**src/rtl/vector_normalize_if.sv**
```systemverilog
// Start/result bundle for the block-floating-point normalizer.
// master drives start/in_vector; slave returns busy/done/out_vector/shift_amt.
`ifndef MAX_NEURONS
`define MAX_NEURONS 4
`endif

interface vector_normalize_if #(
    parameter int N     = `MAX_NEURONS,
    parameter int WIDTH = 16,
    parameter int SW    = $clog2(WIDTH)
);
    logic                 start;
    logic [N*WIDTH-1:0]   in_vector;
    logic                 busy;
    logic                 done;
    logic [N*WIDTH-1:0]   out_vector;
    logic [SW-1:0]        shift_amt;

    modport master (
        output start,
        output in_vector,
        input  busy,
        input  done,
        input  out_vector,
        input  shift_amt
    );

    modport slave (
        input  start,
        input  in_vector,
        output busy,
        output done,
        output out_vector,
        output shift_amt
    );
endinterface

```
**src/rtl/vector_normalize.sv**
```systemverilog
// Sequential block-floating-point normalizer: finds the largest common left
// shift of N signed elements that loses no significant bits, applies it and
// reports it. Ports: clk, rst_n (async active-low), bus (slave modport:
// start, in_vector -> busy, done, out_vector, shift_amt).
// Optional build macro VECTOR_NORMALIZE_HEADROOM_EN keeps one guard bit.
`ifndef MAX_NEURONS
`define MAX_NEURONS 4
`endif

module vector_normalize #(
    parameter int N     = `MAX_NEURONS,
    parameter int WIDTH = 16,
    parameter int SW    = $clog2(WIDTH)
) (
    input  logic                  clk,
    input  logic                  rst_n,
    vector_normalize_if.slave     bus
);
    localparam int IW = (N > 1) ? $clog2(N) : 1;

    localparam logic [2:0] S_IDLE  = 3'd0;
    localparam logic [2:0] S_SCAN  = 3'd1;
    localparam logic [2:0] S_CALC  = 3'd2;
    localparam logic [2:0] S_APPLY = 3'd3;
    localparam logic [2:0] S_DONE  = 3'd4;

    logic [2:0]       state_q;
    logic [WIDTH-1:0] buf_q [N];
    logic [WIDTH-2:0] acc_q;
    logic [IW-1:0]    idx_q;
    logic [SW-1:0]    shift_q;

    logic [WIDTH-1:0] cur;
    logic [WIDTH-2:0] mag;
    logic [SW-1:0]    lzc;
    logic [SW-1:0]    shift_nxt;
    logic             found;
    logic             last;

    assign cur  = buf_q[idx_q];
    // Ones-complement magnitude: -1 maps to 0, most negative maps to all ones.
    assign mag  = cur[WIDTH-2:0] ^ {(WIDTH-1){cur[WIDTH-1]}};
    assign last = (idx_q == IW'(N - 1));

    always_comb begin
        lzc   = '0;
        found = 1'b0;
        for (int b = WIDTH - 2; b >= 0; b--) begin
            if (!found) begin
                if (acc_q[b]) found = 1'b1;
                else          lzc   = lzc + SW'(1);
            end
        end
    end

    always_comb begin
        shift_nxt = lzc;
`ifdef VECTOR_NORMALIZE_HEADROOM_EN
        if (lzc != '0) shift_nxt = lzc - SW'(1);
`endif
        // All elements 0 or -1: nothing to normalize.
        if (acc_q == '0) shift_nxt = '0;
    end

    always_ff @(posedge clk or negedge rst_n) begin
        if (!rst_n) begin
            state_q <= S_IDLE;
            acc_q   <= '0;
            idx_q   <= '0;
            shift_q <= '0;
            for (int i = 0; i < N; i++) buf_q[i] <= '0;
        end else begin
            unique case (state_q)
                S_IDLE: begin
                    if (bus.start) begin
                        for (int i = 0; i < N; i++)
                            buf_q[i] <= bus.in_vector[i*WIDTH +: WIDTH];
                        acc_q   <= '0;
                        idx_q   <= '0;
                        state_q <= S_SCAN;
                    end
                end
                S_SCAN: begin
                    acc_q <= acc_q | mag;
                    if (last) state_q <= S_CALC;
                    else      idx_q   <= idx_q + IW'(1);
                end
                S_CALC: begin
                    shift_q <= shift_nxt;
                    idx_q   <= '0;
                    state_q <= S_APPLY;
                end
                S_APPLY: begin
                    buf_q[idx_q] <= $signed(cur) <<< shift_q;
                    if (last) state_q <= S_DONE;
                    else      idx_q   <= idx_q + IW'(1);
                end
                S_DONE: state_q <= S_IDLE;
                default: state_q <= S_IDLE;
            endcase
        end
    end

    for (genvar g = 0; g < N; g++) begin : g_out
        assign bus.out_vector[g*WIDTH +: WIDTH] = buf_q[g];
    end

    assign bus.busy      = (state_q != S_IDLE);
    assign bus.done      = (state_q == S_DONE);
    assign bus.shift_amt = shift_q;
endmodule

```
**src/flat_wrapper.sv**
```systemverilog
// flat-port wrapper written by rule: the top's interface ports become plain ports
module vector_normalize_flat 
#(
    parameter int N     = `MAX_NEURONS,
    parameter int WIDTH = 16,
    parameter int SW    = $clog2(WIDTH)
)
  (clk, rst_n, bus_start, bus_in_vector, bus_busy, bus_done, bus_out_vector, bus_shift_amt);
  vector_normalize_if #(.N(N), .WIDTH(WIDTH), .SW(SW)) bus_i ();
  input  logic clk;
  input  logic rst_n;
  input wire logic [$bits(bus_i.start)-1:0] bus_start;
  input wire logic [$bits(bus_i.in_vector)-1:0] bus_in_vector;
  output wire logic [$bits(bus_i.busy)-1:0] bus_busy;
  output wire logic [$bits(bus_i.done)-1:0] bus_done;
  output wire logic [$bits(bus_i.out_vector)-1:0] bus_out_vector;
  output wire logic [$bits(bus_i.shift_amt)-1:0] bus_shift_amt;
  assign bus_i.start = bus_start;
  assign bus_i.in_vector = bus_in_vector;
  assign bus_busy = bus_i.busy;
  assign bus_done = bus_i.done;
  assign bus_out_vector = bus_i.out_vector;
  assign bus_shift_amt = bus_i.shift_amt;
  vector_normalize #(.N(N), .WIDTH(WIDTH), .SW(SW)) u_core (.clk(clk), .rst_n(rst_n), .bus(bus_i));
endmodule
```
**config.mk**
```make
export PLATFORM = sky130hd
export DESIGN_NAME = vector_normalize_flat
export DESIGN_NICKNAME = d
export VERILOG_FILES = /design/src/rtl/vector_normalize_if.sv /design/src/rtl/vector_normalize.sv /design/src/flat_wrapper.sv
export SDC_FILE = /design/constraint.sdc
export NUM_CORES = 1
export LEC_CHECK = 0
export CORE_MARGIN = 4
export CORE_UTILIZATION = 39
export DETAILED_ROUTE_END_ITERATION = 12
export HOLD_SLACK_MARGIN = 0.1
export PLACE_DENSITY = 0.65
export SLEW_MARGIN = 15
export SYNTH_ARGS = -nofsm -noshare
export SYNTH_HDL_FRONTEND = slang
export SYNTH_SLANG_ARGS = --single-unit
```
**constraint.sdc**
```tcl
create_clock -name clk -period 13.2 [get_ports clk]
set_input_delay 3.3 -clock clk [delete_from_list [all_inputs] [get_ports clk]]
set_output_delay 3.3 -clock clk [all_outputs]
set_load 0.01 [all_outputs]
```
[Yosys cells after proc, flatten, opt, wreduce, memory -nomap -nowiden]
Index checks and enable logic that the tools add are counted.
Operators by class
  eq/ne operators: 9
  mux-type cells: 74
  shift-type cells: 1
  order comparisons: 2
  add/sub/neg operators: 15
  bitwise operators: 3
  reductions and logical operators: 12
Operators with widths (number)
  64-bit case mux with 2 select lines: 1
  4-bit 2-to-1 mux: 29
  64-bit bitwise mux: 1
  64-bit 2-to-1 mux: 1
  4-bit by 1-bit adder with 4-bit output (second input constant): 13
  16-bit 2-to-1 mux: 3
  16-bit binary-select mux with 2-bit select: 1
  16-bit demux with 2-bit select: 1
  15-bit case mux with 2 select lines: 1
  1-bit 2-to-1 mux: 28
  16-bit by 4-bit <<< shifter with 16-bit output: 1
  15-bit logical NOT: 1
  15-bit 2-to-1 mux: 1
  15-bit bitwise OR: 1
  15-bit XOR: 1
  3-bit case mux with 4 select lines: 1
  3-bit 2-to-1 mux: 3
  3-bit by 2-bit == test with 1-bit output (second input constant): 2
  2-bit case mux with 3 select lines: 1
  3-bit AND reduction: 2
  3-bit nonzero test: 2
  2-bit 2-to-1 mux: 2
  2-bit by 1-bit != test with 1-bit output (second input constant): 2
  2-bit != test (second input constant): 2
  13 further kinds: 15
Word-level totals
  output and inout port bits: 70
  logic and storage cells: 124
  bits in registers: 88
  input port bits: 67

[Logic depth before layout (Yosys ltp)]
Gate-level depths: netlist of run 1.
  depth after elaboration: 44
  gate-level depth with buffers: 28
  gate-level depth less buffers: 28

[Worst setup path before layout of run 1]
OpenSTA, ideal clock, no wires.
  path type: reg-to-reg
  start point: reg u_core.acc_q[13]
  end point: reg u_core.shift_q[3], in the netlist u_core.bus.shift_amt[3]
  clock period less this slack: 4.990 ns
  stages on the path, launching flop included: 25
  arrival: 4.847 ns
  buffers on the path: 0
  setup time: 0.143 ns
  slack: 8.210 ns
  required time: 13.057 ns
  cell sequence: dfrtp_1 nor2_1 ha_1 o31a_2 ha_1 o21ai_0 ha_1 o21a_1 a21oi_1 ha_1 o21ai_0 a31o_2 ha_1 nand2_1 mux2i_1 a21oi_1 ha_1 nor2b_1 xnor2_1 nor4_4 xnor3_1 nor3b_2 xnor2_1 xnor2_1 o22ai_2
Between the ends
  cells in the longest elaborated chain, start to end: 42
  elaborated cells between the ends (all ways): 57
  those cells by class: add/sub (13); mux (43); reduce/logical (1)
Ends and longest elaborated chain
  from (decl): RTL line vector_normalize.sv:29  | logic [WIDTH-2:0] acc_q;
  from (signal assigned): RTL line vector_normalize.sv:84  | acc_q <= acc_q | mag;
  4-bit 2-to-1 mux: RTL line vector_normalize.sv:50  | if (acc_q[b]) found = 1'b1;
  4-bit 2-to-1 mux: RTL line vector_normalize.sv:49  | if (!found) begin
  4-bit by 1-bit adder with 4-bit output: RTL line vector_normalize.sv:51  | else lzc = lzc + SW'(1);
  4-bit 2-to-1 mux: RTL line vector_normalize.sv:50
  4-bit 2-to-1 mux: RTL line vector_normalize.sv:49
  4-bit by 1-bit adder with 4-bit output: RTL line vector_normalize.sv:51
  4-bit 2-to-1 mux: RTL line vector_normalize.sv:50
  4-bit 2-to-1 mux: RTL line vector_normalize.sv:49
  [26 not listed]
  4-bit 2-to-1 mux: RTL line vector_normalize.sv:49
  4-bit by 1-bit adder with 4-bit output: RTL line vector_normalize.sv:51
  4-bit 2-to-1 mux: RTL line vector_normalize.sv:50
  4-bit 2-to-1 mux: RTL line vector_normalize.sv:49
  4-bit by 1-bit adder with 4-bit output: RTL line vector_normalize.sv:51
  4-bit 2-to-1 mux: RTL line vector_normalize.sv:50
  4-bit 2-to-1 mux: RTL line vector_normalize.sv:49
  4-bit 2-to-1 mux *: RTL line vector_normalize.sv:62  | if (acc_q == '0) shift_nxt = '0;
  to (signal assigned): RTL line vector_normalize.sv:89  | shift_q <= shift_nxt;
  to (decl): RTL line vector_normalize.sv:31  | logic [SW-1:0] shift_q;
Mark *: on every way between the ends. The rest lies on a longest branch, timed or not.
A chain may end at the register's enable or synchronous reset.

[Final worst setup path of run 1]
  start point: reg u_core.acc_q[14]
  end point: reg u_core.shift_q[3], in the netlist u_core.bus.shift_amt[3]
Between the ends
  cells in the longest elaborated chain, start to end: 44
  elaborated cells between the ends (all ways): 59
  those cells by class: add/sub (14); mux (44); reduce/logical (1)
Ends and longest elaborated chain (RTL line)
  1-bit 2-to-1 mux: vector_normalize.sv:50
  1-bit by 1-bit adder with 2-bit output: vector_normalize.sv:51
  4-bit 2-to-1 mux: vector_normalize.sv:50
  4-bit 2-to-1 mux: vector_normalize.sv:49
  4-bit by 1-bit adder with 4-bit output: vector_normalize.sv:51
  4-bit 2-to-1 mux: vector_normalize.sv:50
  4-bit 2-to-1 mux: vector_normalize.sv:49
  4-bit by 1-bit adder with 4-bit output: vector_normalize.sv:51
  [28 not listed]
  4-bit 2-to-1 mux: vector_normalize.sv:49
  4-bit by 1-bit adder with 4-bit output: vector_normalize.sv:51
  4-bit 2-to-1 mux: vector_normalize.sv:50
  4-bit 2-to-1 mux: vector_normalize.sv:49
  4-bit by 1-bit adder with 4-bit output: vector_normalize.sv:51
  4-bit 2-to-1 mux: vector_normalize.sv:50
  4-bit 2-to-1 mux: vector_normalize.sv:49
  4-bit 2-to-1 mux *: vector_normalize.sv:62
Marks and branches as above.

==> qor.txt, run 1 <==
critical path startpoint category - flop
most common cell in the netlist - dfrtp_1
Post-Syn Instances - 619
slowest cell delay on critical path - 480 ps
RD Place Congestion - 0.9214
clock slew at reported path FFs - 70 ps
Net count, final - 817
Post-CTS Setup Inserts - 0
Seq/Total Area, Yosys - 39.05%
critical path capture point - u_core.bus.shift_amt[3]
1st-pass router iterations - 5
Die X - 128.2 um
Yosys top cell by area - dfrtp_1
first-pass GRT wire length - 29.20 mm
CP cell instances - nor2_1, ha_1, o31a_2, ha_1, o21ai_0, ha_1, o21a_1, a21oi_1, ha_1, o21ai_0, a31o_2, ha_1, nand2_1, mux2i_1, a21oi_1, ha_1, nor2b_1, xnor2_1, nor4_4, xnor3_1, nor3b_2, xnor2_1, xnor2_1, o22ai_2
post_cts resized - 0
Critical Path AT - 5760 ps
Critical Path RT - 13400 ps
Synth cell types - 62
CTS tree - done
post-route cell area - 0.007477 mm2
PortBufs - 136
layout cells sized above 1 - 8.637%
number of global-route vias before repair - 5463
worst min-delay path class - flop to flop
dpl cell area - 0.007129 mm2
Avg Inst Size Synth - 9.110 um2
Num CTS Buffers - 9
Final Hold Viols - 0
unrepaired setup endpoints after global routing - no
status - completed
Total GRT Usage - 22.34%
H-tree levels - 3
worst reg2reg path depth - 24
largest cells by area after synthesis - dfrtp_1 39%, mux4_2 7.2%, o21ai_0 5.9%
setup slack after layout - 7642 ps
Slowest-stage cell, CP - xnor3_1
Slew @ Worst Pin - 896.0 ps
total wire length - 18.45 mm
drt first-iter violations - 485
# IOs - 137
initial antenna violation count - 0
CP Capture Type - flop
grt ovf - 0
RR Startpoint - u_core.acc_q[14]
Clock Root Buffer - clkbuf_16
area of the die - 0.01645 mm2
Die Span Y - 128.2 um
fmax - 179.9 MHz
final worst path period need - 5558 ps
area growth from synthesis to layout - 32.59%
ANT cells - 0
Pins Over Slew Limit - 0
largest net degree at the start of global routing - 89
Antenna Nets Post-Route - 0
worst skew pair latency - 340 ps
MaxCap Viol Count - 0
Crit Reg-Reg Endpoint - u_core.bus.shift_amt[3]
synth warn - 0
Vias/cell - 5.895
R2R Setup Slk - 7640 ps
Post-Syn Nets - 700
WL per Instance - 20.04 um
most common library cells after synthesis - 88 x dfrtp_1, 66 x nand2_1, 66 x o21ai_0
Tcrit/Tclk final - 42.10%
Starting Density - 40.16%
Main synth FF type - dfrtp_1
Residual DRC - 0
Netlist Area Pre-Place - 0.005639 mm2
Hold Worst Slack - 525.1 ps
Cell Pwr Density - 274.3 mW/mm2
Post-synth EDFFs - 0
most numerous cell on the critical path - ha_1
worst setup path startpoint - u_core.acc_q[14]
setup tns final - 0 ps
Place WS - 7465 ps
Max FO, Critical Path - 6
core area - 0.01404 mm2
clock sink count - 88
share of async-settable or async-resettable flops after synthesis - 100.0%
maximum VDD drop - 0.1081 mV
Finish-stage setup viols - 0
Static Leak - 3.166 nW
Slew HR - 40.04%
crit path kind - flop to flop
Synth Register Bits - 88
row count - 43
clk buf depth - 2
final setup skew - 7.262 ps
Synth top area share - 39.05%
Post-CTS Hold Fix Bufs - 0
routed vias - 5429
Detail Placement HPWL - 13.70 mm
layout make-up:
class / instances / area [um2]
clock inverters: 7 / 118.9
flip-flops and latches: 88 / 2202
well taps: 180 / 225.2
multi-input cells: 460 / 3167
fillers: 1318 / 6565
repair buffers: 142 / 1408
inverters: 35 / 131.4
clock buffers: 9 / 225.2
state kept, by name, indices dropped and copies added, names as in the netlist:
| signal | count |
|---|---|
| u_core.acc_q | 15 |
| u_core.bus.out_vector | 64 |
| u_core.bus.shift_amt | 4 |
| u_core.idx_q | 2 |
| u_core.state_q | 3 |
worst max-delay path, delay by kind of cell, from the launching register on:
family / cells / cell delay [ps]
XOR/XNOR: 4 / 970
adder cells (fa/ha/maj): 6 / 1570
AND/OR/NAND/NOR: 5 / 810
AO/OA/AOI/OAI: 8 / 1560
flip-flops: 1 / 440
multiplexers: 1 / 80
how the worst min path moves through the flow:
stage,startpoint,end,slack (ps),depth (start not counted)
after floorplan,u_core.state_q[2],u_core.state_q[1],470,1
after global placement,u_core.state_q[2],u_core.state_q[1],500,1
after detailed placement,u_core.state_q[2],u_core.state_q[1],500,1
after CTS,u_core.state_q[2],u_core.state_q[1],520,1
after global routing,u_core.bus.out_vector[33],u_core.bus.out_vector[33],550,2
final,u_core.state_q[2],u_core.state_q[1],530,1
cell families (layout without fill, tap and decap cells):
logic type	count (synthesis)	count (layout)	synth area share [%]
AO/OA/AOI/OAI	195	195	22.43
XOR/XNOR	29	29	4.748
adder cells (fa/ha/maj)	14	14	3.106
AND/OR/NAND/NOR	187	187	15.55
flip-flops	88	88	39.05
buffers and inverters	71	193	4.815
multiplexers	35	35	10.29
routing by layer:
metal  global-route usage (%)  wire length (um)  vias to the layer above  part of all wire [%]
met2                    35.95              8891                      248                    48
met1                    30.25              7773                     2634                    42
met5                        0                 0                        -                     0
li1                         -                 -                     2507                     -
met3                    3.458              1230                       40                   6.7
met4                    8.801               559                        0                   3.0
layout by cell type (no fill, tap or decap), types with 4 or more instances in the layout:
master,synthesis,layout
and2_2,3,4
mux4_2,18,18
nor2b_1,5,5
dfrtp_1,88,88
a222oi_1,16,16
mux2i_1,13,13
nor3_1,16,16
clkbuf_16,0,9
ha_1,14,14
inv_1,32,32
o21ai_0,66,66
clkdlybuf4s50_1,0,135
nor2_1,63,63
a21oi_1,40,40
nand2_1,66,66
nand3_1,9,9
buf_4,0,6
a22oi_1,43,43
mux2_2,4,4
xnor2_1,12,12
xor2_1,16,16
stage by stage:
step,power (W),std cells,util (%)
finish,0.002051,921,53.25
global route,0.002199,921,53.25
CTS,0.002051,921,53.22
detailed placement,0.001749,905,50.77
global placement,0.001727,905,50.77
floorplan,0.001264,619,-
power by group:
part           switching (W)  leakage (nW)  internal (W)  total, W
clock network       0.000107         0.162      0.000185  0.000293
registers           0.000156          1.06      0.000394  0.000551
logic               0.000672          1.95      0.000536   0.00121
Note: power is estimated with default switching activity, not from simulation.
==> run 2, diff against run 1 <==
- PLACE_DENSITY: 0.65 -> 0.68
- clock period: 13.2 -> 4.7 ns (I/O delays scaled with it)
==> qor.txt, run 2 (same netlist as run 1, synthesis figures left out) <==
maximum VDD drop - 0.3739 mV
largest net degree at the start of global routing - 77
crit path kind - flop to flop
Hold Worst Slack - 534.9 ps
area of the die - 0.01645 mm2
Critical Path AT - 5080 ps
WL per Instance - 20.85 um
PortBufs - 136
ANT cells - 0
CTS tree - done
dpl cell area - 0.007295 mm2
setup slack after layout - -146.8 ps
Starting Density - 40.16%
clock sink count - 88
# IOs - 137
Antenna Nets Post-Route - 0
setup tns final - -419.6 ps
clk buf depth - 2
Static Leak - 3.312 nW
number of global-route vias before repair - 5856
most frequent cells in the layout - 135 x clkdlybuf4s50_1, 85 x dfrtp_1, 63 x nand2_1, 62 x nor2_1, 62 x o21ai_0
worst hold stages - 1
initial antenna violation count - 0
Hold EP - u_core.state_q[1]
drt first-iter violations - 728
Final Hold Viols - 0
Die Span Y - 128.2 um
Max FO, Critical Path - 4
clock slew at reported path FFs - 70 ps
Slew HR - 26.26%
status - finished with violations
CP Capture Type - flop
Hold Startpoint - u_core.state_q[2]
Cell Pwr Density - 755.3 mW/mm2
MaxCap Viol Count - 0
Pins Over Slew Limit - 0
unrepaired setup endpoints after global routing - yes
Post-CTS Hold Fix Bufs - 0
Crit Reg-Reg Endpoint - u_core.bus.shift_amt[1]
Detail Placement HPWL - 14.06 mm
Num CTS Buffers - 9
final worst path period need - 4847 ps
RR Startpoint - u_core.acc_q[13]
post-route cell area - 0.007855 mm2
first-pass GRT wire length - 30.86 mm
core area - 0.01404 mm2
Clock Root Buffer - clkbuf_16
final setup skew - 15.07 ps
Residual DRC - 0
H-tree levels - 3
Critical Path RT - 4930 ps
fmax - 206.3 MHz
most common cell after layout, fill and taps aside - clkdlybuf4s50_1
Tcrit/Tclk final - 103.1%
Net count, final - 851
max reg flops - 64
worst skew pair latency - 350 ps
1st-pass router iterations - 8
Finish-stage setup viols - 3
Tot Pwr - 0.005933 W
row count - 43
total wire length - 19.91 mm
RD Place Congestion - 0.9337
worst min-delay path class - flop to flop
Total GRT Usage - 23.53%
grt ovf - 0
worst reg2reg path depth - 27
R2R Setup Slk - -150 ps
Slew @ Worst Pin - 1106 ps
area growth from synthesis to layout - 39.29%
layout cells sized above 1 - 16.13%
Vias/cell - 6.008
critical path startpoint category - flop
failing checks - setup timing
routed vias - 5738
Die X - 128.2 um
Place WS - -217.4 ps
run 2: cell count changes in the layout (fill, tap and decap cells not counted), moves of 3 or more:
cell,previous run,this run
ha_1,14,8
nand2_1,66,63
ha_4,0,4
dfrtp_2,0,3
o21ai_0,66,62
nand2_2,0,3
buf_4,6,41
dfrtp_1,88,85
run 2: stage by stage:
| stage | utilization, % | std cells |
|---|---|---|
| floorplan | - | 619 |
| global placement | 51.95 | 924 |
| detailed placement | 51.95 | 924 |
| CTS | 55.08 | 950 |
| global route | 55.94 | 955 |
| finish | 55.94 | 955 |
run 2: final cells by class:
class	instances	area [um2]
fillers	1219	6187
multi-input cells	460	3322
flip-flops and latches	88	2206
repair buffers	176	1659
clock buffers	10	239.0
well taps	180	225.2
inverters	35	131.4
clock inverters	6	72.57
run 2: worst max-delay path by stage:
| stage | cells after the start | endpoint | start | slack, ps |
|---|---|---|---|---|
| after floorplan | 23 | u_core.bus.shift_amt[3] | u_core.acc_q[12] | 10 |
| after global placement | 25 | u_core.bus.shift_amt[3] | u_core.acc_q[13] | -60 |
| after detailed placement | 25 | u_core.bus.shift_amt[1] | u_core.acc_q[13] | -220 |
| after CTS | 27 | u_core.bus.shift_amt[3] | u_core.acc_q[13] | -100 |
| after global routing | 24 | u_core.bus.shift_amt[2] | u_core.acc_q[13] | -360 |
| final | 27 | u_core.bus.shift_amt[1] | u_core.acc_q[13] | -150 |
run 2: what timing repair did:
action	in CTS	in global routing
setup buffers	10	5
resized for setup	12	20
endpoints found under the setup margin	3	3
hold endpoints to repair	0	0
cloned	0	0
pin swaps	20	19
run 2: worst max-delay path, stage by stage (launching register included):
cell and delay (ps):
dfrtp_2 420, inv_2 70, a21oi_4 160, ha_4 230
o31a_4 290, ha_4 280, o21ai_2 50, ha_1 310
o21a_1 190, a21oi_2 180, ha_1 200, o21ai_2 60
a31o_2 270, ha_4 270, nand2_2 50, buf_4 120
buf_4 120, buf_4 120, buf_4 120, buf_4 120
buf_4 120, buf_4 130, a31oi_4 170, nor2_1 70
ha_2 270, nand2_1 60, o21ai_1 60, o22a_1 210
run 2: routing by layer:
metal  track usage [%]  vias up  part of all wire, %
li1                  -     2575                    -
met1             30.30     2795                   40
met2             39.63      321                   50
met3             4.583       47                  7.5
met4             7.928        0                  2.7
met5                 0        -                    0
run 2: report_power, final:
part	leakage, nW	internal (W)	switching, W
logic	2.11	0.00162	0.00198
clock network	0.150	0.000433	0.000317
registers	1.06	0.00111	0.000475
==> run 3, diff against run 2 <==
- HOLD_SLACK_MARGIN: 0.1 -> unset
==> results of run 3 <==
No change in the layout: final DEF, timing and power equal those of run 2.
